## src/rtl/sync_chan_arbiter_pkg.sv

```systemverilog
`default_nettype none
// +--------------------------------------------------------------------------+
// | sync_chan_pkg: shared FSM state codes and index-width helper.            |
// | Rev 1.0                                                                  |
// +--------------------------------------------------------------------------+
package sync_chan_pkg;

  localparam logic [1:0] ST_IDLE  = 2'd0;
  localparam logic [1:0] ST_SETUP = 2'd1;
  localparam logic [1:0] ST_REQ   = 2'd2;
  localparam logic [1:0] ST_DROP  = 2'd3;

  function automatic int id_width(input int n);
    return (n <= 2) ? 1 : $clog2(n);
  endfunction

endpackage
`default_nettype wire

```

## src/rtl/sync_chan_arbiter_if.sv

```systemverilog
`default_nettype none
// +--------------------------------------------------------------------------+
// | sync_chan_arbiter_if: requester bus plus far-side 4-phase handshake.     |
// | Rev 1.0                                                                  |
// +--------------------------------------------------------------------------+
interface sync_chan_arbiter_if
  import sync_chan_pkg::*;
#(
  parameter int N = 4,
  parameter int W = 32
) ();

  logic [N-1:0]             req;
  logic [N*W-1:0]           req_data;
  logic [N-1:0]             grant;
  logic                     busy;
  logic [W-1:0]             xfer_data;
  logic [id_width(N)-1:0]   xfer_id;
  logic                     xfer_req;
  logic                     xfer_ack;
  logic                     err_timeout;

  modport master (
    output req, req_data, xfer_ack,
    input  grant, busy, xfer_data, xfer_id, xfer_req, err_timeout
  );

  modport slave (
    input  req, req_data, xfer_ack,
    output grant, busy, xfer_data, xfer_id, xfer_req, err_timeout
  );

endinterface
`default_nettype wire

```

## src/rtl/sync_chan_arbiter_rr_pick.sv

```systemverilog
`default_nettype none
// +--------------------------------------------------------------------------+
// | rr_pick: combinational round-robin picker, first set bit from ptr up.    |
// | Rev 1.0                                                                  |
// +--------------------------------------------------------------------------+
module rr_pick
  import sync_chan_pkg::*;
#(
  parameter int N = 4
) (
  input  wire [N-1:0]             req,
  input  wire [id_width(N)-1:0]   ptr,
  output logic                    found,
  output logic [id_width(N)-1:0]  idx
);

  localparam int c_IDW = id_width(N);

  // Scan from the farthest position back to ptr so the nearest hit wins.
  always_comb begin
    int j;
    found = 1'b0;
    idx   = '0;
    j     = 0;
    for (int k = N - 1; k >= 0; k--) begin
      j = int'(ptr) + k;
      if (j >= N) j = j - N;
      if (req[j]) begin
        found = 1'b1;
        idx   = c_IDW'(j);
      end
    end
  end

endmodule
`default_nettype wire

```

## src/rtl/sync_chan_arbiter.sv

```systemverilog
`default_nettype none
// +--------------------------------------------------------------------------+
// | sync_chan_arbiter: round-robin share of one 4-phase CDC channel.         |
// | Optional ack-wait abort: define SYNC_ARB_TIMEOUT_EN.      Rev 1.0        |
// +--------------------------------------------------------------------------+
module sync_chan_arbiter
  import sync_chan_pkg::*;
#(
  parameter int N       = 4,
  parameter int W       = 32,
  parameter int SETUP   = 4,
  parameter int TIMEOUT = 1023
) (
  input wire                 clk,
  input wire                 rst_n,
  sync_chan_arbiter_if.slave bus
);

  localparam int                 c_IDW       = id_width(N);
  localparam int                 c_SCW       = $clog2(SETUP + 1);
  localparam logic [c_IDW-1:0]   c_LAST_ID   = c_IDW'(N - 1);
  localparam logic [c_SCW-1:0]   c_SETUP_END = c_SCW'(SETUP);

  if (N < 2 || SETUP < 1 || TIMEOUT < 1) begin : g_param_check
    $error("sync_chan_arbiter: requires N >= 2, SETUP >= 1, TIMEOUT >= 1");
  end

  logic [1:0]       r_state;
  logic [c_IDW-1:0] r_rr_ptr;
  logic [c_SCW-1:0] r_setup_cnt;
  logic [N-1:0]     r_grant;
  logic             r_busy;
  logic [W-1:0]     r_xfer_data;
  logic [c_IDW-1:0] r_xfer_id;
  logic             r_xfer_req;
  logic             w_found;
  logic [c_IDW-1:0] w_idx;

  rr_pick #(.N(N)) u_rr_pick (
    .req   (bus.req),
    .ptr   (r_rr_ptr),
    .found (w_found),
    .idx   (w_idx)
  );

`ifdef SYNC_ARB_TIMEOUT_EN
  localparam int               c_TOW     = ($clog2(TIMEOUT + 1) > 10) ? $clog2(TIMEOUT + 1) : 10;
  // Abort on the edge where the wait count would reach TIMEOUT.
  localparam logic [c_TOW-1:0] c_TO_LAST = c_TOW'(TIMEOUT - 1);
  logic [c_TOW-1:0] r_to_cnt;
  logic             r_err_timeout;
  logic             w_to_hit;
  assign w_to_hit        = (r_to_cnt == c_TO_LAST);
  assign bus.err_timeout = r_err_timeout;
`else
  assign bus.err_timeout = 1'b0;
`endif

  always_ff @(posedge clk or negedge rst_n) begin
    if (!rst_n) begin
      r_state       <= ST_IDLE;
      r_rr_ptr      <= '0;
      r_setup_cnt   <= '0;
      r_grant       <= '0;
      r_busy        <= 1'b0;
      r_xfer_data   <= '0;
      r_xfer_id     <= '0;
      r_xfer_req    <= 1'b0;
`ifdef SYNC_ARB_TIMEOUT_EN
      r_to_cnt      <= '0;
      r_err_timeout <= 1'b0;
`endif
    end else begin
      r_grant <= '0;
`ifdef SYNC_ARB_TIMEOUT_EN
      r_err_timeout <= 1'b0;
`endif
      case (r_state)
        ST_IDLE: begin
          // A stale ack from the far side must clear before a new capture.
          if (w_found && !bus.xfer_ack) begin
            r_xfer_data    <= bus.req_data[w_idx*W +: W];
            r_xfer_id      <= w_idx;
            r_grant[w_idx] <= 1'b1;
            r_rr_ptr       <= (w_idx == c_LAST_ID) ? '0 : w_idx + c_IDW'(1);
            r_busy         <= 1'b1;
            r_setup_cnt    <= '0;
            r_state        <= ST_SETUP;
          end
        end
        ST_SETUP: begin
          if (r_setup_cnt == c_SETUP_END) begin
            r_xfer_req <= 1'b1;
            r_state    <= ST_REQ;
`ifdef SYNC_ARB_TIMEOUT_EN
            r_to_cnt   <= '0;
`endif
          end else begin
            r_setup_cnt <= r_setup_cnt + c_SCW'(1);
          end
        end
        ST_REQ: begin
          if (bus.xfer_ack) begin
            r_xfer_req <= 1'b0;
            r_state    <= ST_DROP;
`ifdef SYNC_ARB_TIMEOUT_EN
            r_to_cnt   <= '0;
          end else if (w_to_hit) begin
            r_xfer_req    <= 1'b0;
            r_err_timeout <= 1'b1;
            r_busy        <= 1'b0;
            r_state       <= ST_IDLE;
          end else begin
            r_to_cnt <= r_to_cnt + c_TOW'(1);
`endif
          end
        end
        ST_DROP: begin
          if (!bus.xfer_ack) begin
            r_busy  <= 1'b0;
            r_state <= ST_IDLE;
`ifdef SYNC_ARB_TIMEOUT_EN
          end else if (w_to_hit) begin
            r_err_timeout <= 1'b1;
            r_busy        <= 1'b0;
            r_state       <= ST_IDLE;
          end else begin
            r_to_cnt <= r_to_cnt + c_TOW'(1);
`endif
          end
        end
        default: begin
          r_busy  <= 1'b0;
          r_state <= ST_IDLE;
        end
      endcase
    end
  end

  assign bus.grant     = r_grant;
  assign bus.busy      = r_busy;
  assign bus.xfer_data = r_xfer_data;
  assign bus.xfer_id   = r_xfer_id;
  assign bus.xfer_req  = r_xfer_req;

endmodule
`default_nettype wire

```

## src/flat_wrapper.sv

```systemverilog
// flat-port wrapper written by rule: the top's interface ports become plain ports
module sync_chan_arbiter_flat import sync_chan_pkg::*;
#(
  parameter int N       = 4,
  parameter int W       = 32,
  parameter int SETUP   = 4,
  parameter int TIMEOUT = 1023
)
  (clk, rst_n, bus_req, bus_req_data, bus_xfer_ack, bus_grant, bus_busy, bus_xfer_data, bus_xfer_id, bus_xfer_req, bus_err_timeout);
  sync_chan_arbiter_if #(.N(N), .W(W)) bus_i ();
  input wire clk;
  input wire rst_n;
  input wire logic [$bits(bus_i.req)-1:0] bus_req;
  input wire logic [$bits(bus_i.req_data)-1:0] bus_req_data;
  input wire logic [$bits(bus_i.xfer_ack)-1:0] bus_xfer_ack;
  output wire logic [$bits(bus_i.grant)-1:0] bus_grant;
  output wire logic [$bits(bus_i.busy)-1:0] bus_busy;
  output wire logic [$bits(bus_i.xfer_data)-1:0] bus_xfer_data;
  output wire logic [$bits(bus_i.xfer_id)-1:0] bus_xfer_id;
  output wire logic [$bits(bus_i.xfer_req)-1:0] bus_xfer_req;
  output wire logic [$bits(bus_i.err_timeout)-1:0] bus_err_timeout;
  assign bus_i.req = bus_req;
  assign bus_i.req_data = bus_req_data;
  assign bus_i.xfer_ack = bus_xfer_ack;
  assign bus_grant = bus_i.grant;
  assign bus_busy = bus_i.busy;
  assign bus_xfer_data = bus_i.xfer_data;
  assign bus_xfer_id = bus_i.xfer_id;
  assign bus_xfer_req = bus_i.xfer_req;
  assign bus_err_timeout = bus_i.err_timeout;
  sync_chan_arbiter #(.N(N), .W(W), .SETUP(SETUP), .TIMEOUT(TIMEOUT)) u_core (.clk(clk), .rst_n(rst_n), .bus(bus_i));
endmodule
```

## config.mk

```make
export PLATFORM = sky130hd
export DESIGN_NAME = sync_chan_arbiter_flat
export DESIGN_NICKNAME = d
export VERILOG_FILES = /design/src/rtl/sync_chan_arbiter_pkg.sv /design/src/rtl/sync_chan_arbiter_if.sv /design/src/rtl/sync_chan_arbiter_rr_pick.sv /design/src/rtl/sync_chan_arbiter.sv /design/src/flat_wrapper.sv
export SDC_FILE = /design/constraint.sdc
export NUM_CORES = 1
export LEC_CHECK = 0
export ABC_AREA = 1
export CAP_MARGIN = 20
export CORE_ASPECT_RATIO = 0.75
export CORE_MARGIN = 2
export CORE_UTILIZATION = 37
export CTS_CLUSTER_SIZE = 12
export DETAILED_ROUTE_END_ITERATION = 10
export GPL_ROUTABILITY_DRIVEN = 1
export PLACE_DENSITY = 0.8
export RECOVER_POWER = 25
export SETUP_SLACK_MARGIN = 0.05
export SYNTH_ARGS = -nofsm -noshare
export SYNTH_HDL_FRONTEND = slang
export SYNTH_SLANG_ARGS = --single-unit
```

## constraint.sdc

```tcl
create_clock -name clk -period 2.2 [get_ports clk]
set_input_delay 0.66 -clock clk [delete_from_list [all_inputs] [get_ports clk]]
set_output_delay 0.66 -clock clk [all_outputs]
set_load 0.01 [all_outputs]
```

==> flow_summary.json <==
{
  "grt_pass1_vias": 4512,
  "area_growth_pct": 65.7,
  "drtAntennaViolNets": 0,
  "grt_pass1_wl_mm": 22.9,
  "syn_nets": 795,
  "hold_path.class": "in2async",
  "avgRoutedWirePerCell_um": 14.9,
  "synth_edf_count": 0,
  "fp.coreArea_sq_um": 11000,
  "dieArea_sq_um": 12200,
  "n_antenna_cell": 0,
  "initial_core_util_pct": 38.3,
  "grt-ovfl-total": 0,
  "cp_max_fo": 5,
  "power_mw": 11.6,
  "ys.flop_type": "dfrtp_1",
  "layout_min_cycle_time_ns": 2.08,
  "period_share_pct": 94.8,
  "power.density_nw_per_um2": 1660,
  "synth_cell_types": 26,
  "finalWirelength_mm": 14.9,
  "io_buffer_count": 174,
  "drtPass1Iterations": 5,
  "die_w_um": 127,
  "ir_drop_v": 0.000995,
  "setup_viol": 0,
  "syn_avg_cell_area_sq_um": 6.46,
  "fillers": 942,
  "finalHoldViolCount": 0,
  "vias_per_cell": 4.82,
  "drv_cap": 0,
  "ctsHoldBuffers": 0,
  "nets": 1002,
  "cts.path.max_buffers": 2,
  "end_kind": "flip-flop",
  "synth_top_area_share_pct": 28.0,
  "track_usage_pct": 23.7,
  "h-tree-depth": 2,
  "synth_cells": 651,
  "layout-drive-gt1-share_pct": 17.3,
  "numCtsBuffers": 5,
  "required_ns": 2.38,
  "seq_area_frac_synth_pct": 28.0,
  "drv_slew": 0,
  "whs_ns": 0.397,
  "num_io_pins": 176,
  "synth_most_common_cell": "nand2_1",
  "worst_slew_pin_slew_ns": 0.968,
  "arrival_ns": 2.27,
  "slew_headroom_pct": 35.5,
  "utilization_pct": 63.4,
  "rows": 33,
  "grt_max_degree": 36,
  "cts_sinks": 47,
  "synthTopCellsByArea": "dfrtp_1 28%, nand2_1 17%, nand3_1 16%, inv_1 13%, nand3_2 8.1%",
  "cts_root_buffer": "clkbuf_16",
  "globalplace.congestion": 0.878,
  "drt_iter0_drc": 241,
  "finClkSkew_ns": 0.00219,
  "synth_common_cells": "196 x nand2_1, 146 x inv_1, 137 x nand3_1, 47 x dfrtp_1, 34 x nand3_2",
  "critPathKind": "reg2reg",
  "vias": 4814,
  "cts_tree": "built",
  "synth_top_area_cell": "dfrtp_1",
  "critPathLaunchType": "flip-flop",
  "dpl.hpwl_mm": 9.84,
  "synth_async_sr_flop_share_pct": 100,
  "worstSkewPairLatency_ns": 0.29,
  "drc": 0,
  "p_leak_nw": 3.80,
  "syn_area_sq_um": 4210,
  "cts.clk_slew.worst_paths_ns": 0.06,
  "fmax_ghz": 0.480,
  "antenna_found_initial": 0,
  "ys_warn_count": 0,
  "status": "complete, no violations",
  "fp.dieH_um": 96.3,
  "ys_ff_latch": 47
}
layer usage:
metal  track usage [%]  share of wire, %  up-vias
met2              41.4                46      206
met5                 0                 0        -
met3              4.22               7.8       16
met4              4.67               1.2        0
li1                  -                 -     2386
met1              31.2                45     2206
sequential cells by signal, summed over array words and instances (netlist names):
register and cells:
u_core.bus.xfer_id 2, u_core.bus.xfer_req 1, u_core.r_setup_cnt 3, u_core.r_state 2
u_core.r_rr_ptr 2, u_core.bus.xfer_data 32, u_core.bus.grant 4, u_core.bus.busy 1
final timing paths:
path	start	endpoint	slack (ns)	depth (start not counted)
min reg2reg	u_core.bus.xfer_data[10]	u_core.bus.xfer_data[10]	0.47	2
min	rst_n	u_core.bus.xfer_req	0.40	1
max reg2reg	u_core.r_rr_ptr[0]	u_core.bus.xfer_data[1]	0.12	15
min in group clk	u_core.bus.xfer_data[10]	u_core.bus.xfer_data[10]	0.47	2
max	u_core.r_rr_ptr[0]	u_core.bus.xfer_data[1]	0.12	15
max in group asynchronous	rst_n	u_core.bus.xfer_data[2]	0.38	2
kinds of logic after synthesis:
family	after synthesis	synth area share (%)
AND/OR/NAND/NOR	392	46.0
buffers and inverters	188	21.4
flip-flops	47	28.0
AO/OA/AOI/OAI	13	1.67
adder cells (fa/ha/maj)	9	2.68
XOR/XNOR	1	0.208
other	1	0.0892
cells in the final DEF, fill, tap and decap left out, drive strengths merged:
cell type,synthesis,routed
a21oi,3,3
clkdlybuf4s15,0,2
dlymetal6s4s,0,1
clkdlybuf4s50,0,169
clkinv,0,4
o31ai,1,1
nand2,209,209
nor2,10,10
dfrtp,47,47
o21ai,8,8
inv,150,150
nand3,173,173
bufbuf,0,1
conb,1,1
xnor2,1,1
ha,9,9
a22oi,1,1
clkbuf,2,9
buf,36,60
area by class of cell:
cell class | count | area (sq um) | share of cell area, %
flip-flops and latches | 47 | 1180 | 16.9
inverters | 150 | 581 | 8.33
repair buffers | 237 | 2600 | 37.3
repair inverters | 1 | 6.26 | 0.0898
multi-input cells | 416 | 2290 | 32.9
clock buffers | 5 | 125 | 1.80
well taps | 140 | 175 | 2.51
clock inverters | 3 | 15.0 | 0.215
repair_timing:
action                                  CTS  global route
cloned                                    6             2
endpoints found under the setup margin   35            22
setup buffers                            14            11
resized for setup                        21            35
pin swaps                                11            30
critical path: stages, from the launching register on:
cell,delay [ns]
dfrtp_2,0.42
clkbuf_2,0.17
nand2_2,0.13
nand3_2,0.11
nand2_2,0.11
nand3_4,0.09
nand3_4,0.08
buf_12,0.11
buf_12,0.10
buf_12,0.10
bufbuf_16,0.25
nand3_2,0.07
nand3_1,0.09
nand2_2,0.05
nand2_1,0.05
nand2_1,0.04
per-stage QoR:
stage | setup TNS [ns] | area (sq um) | cells | worst slack [ns]
after floorplan | 0 | 4210 | 651 | 0.182
after global placement | -9.82 | 6190 | 958 | -0.296
after detailed placement | -11.87 | 6190 | 958 | -0.312
after CTS | 0 | 6730 | 986 | 0.0929
after global routing | -0.0106 | 6970 | 999 | -0.00835
final | 0 | 6970 | 999 | 0.115
power breakdown:
part	internal (mW)	switching, mW
clock network	0.415	0.328
registers	1.24	0.244
logic	4.48	4.90
No activity file was read; power rests on OpenSTA's default activity.
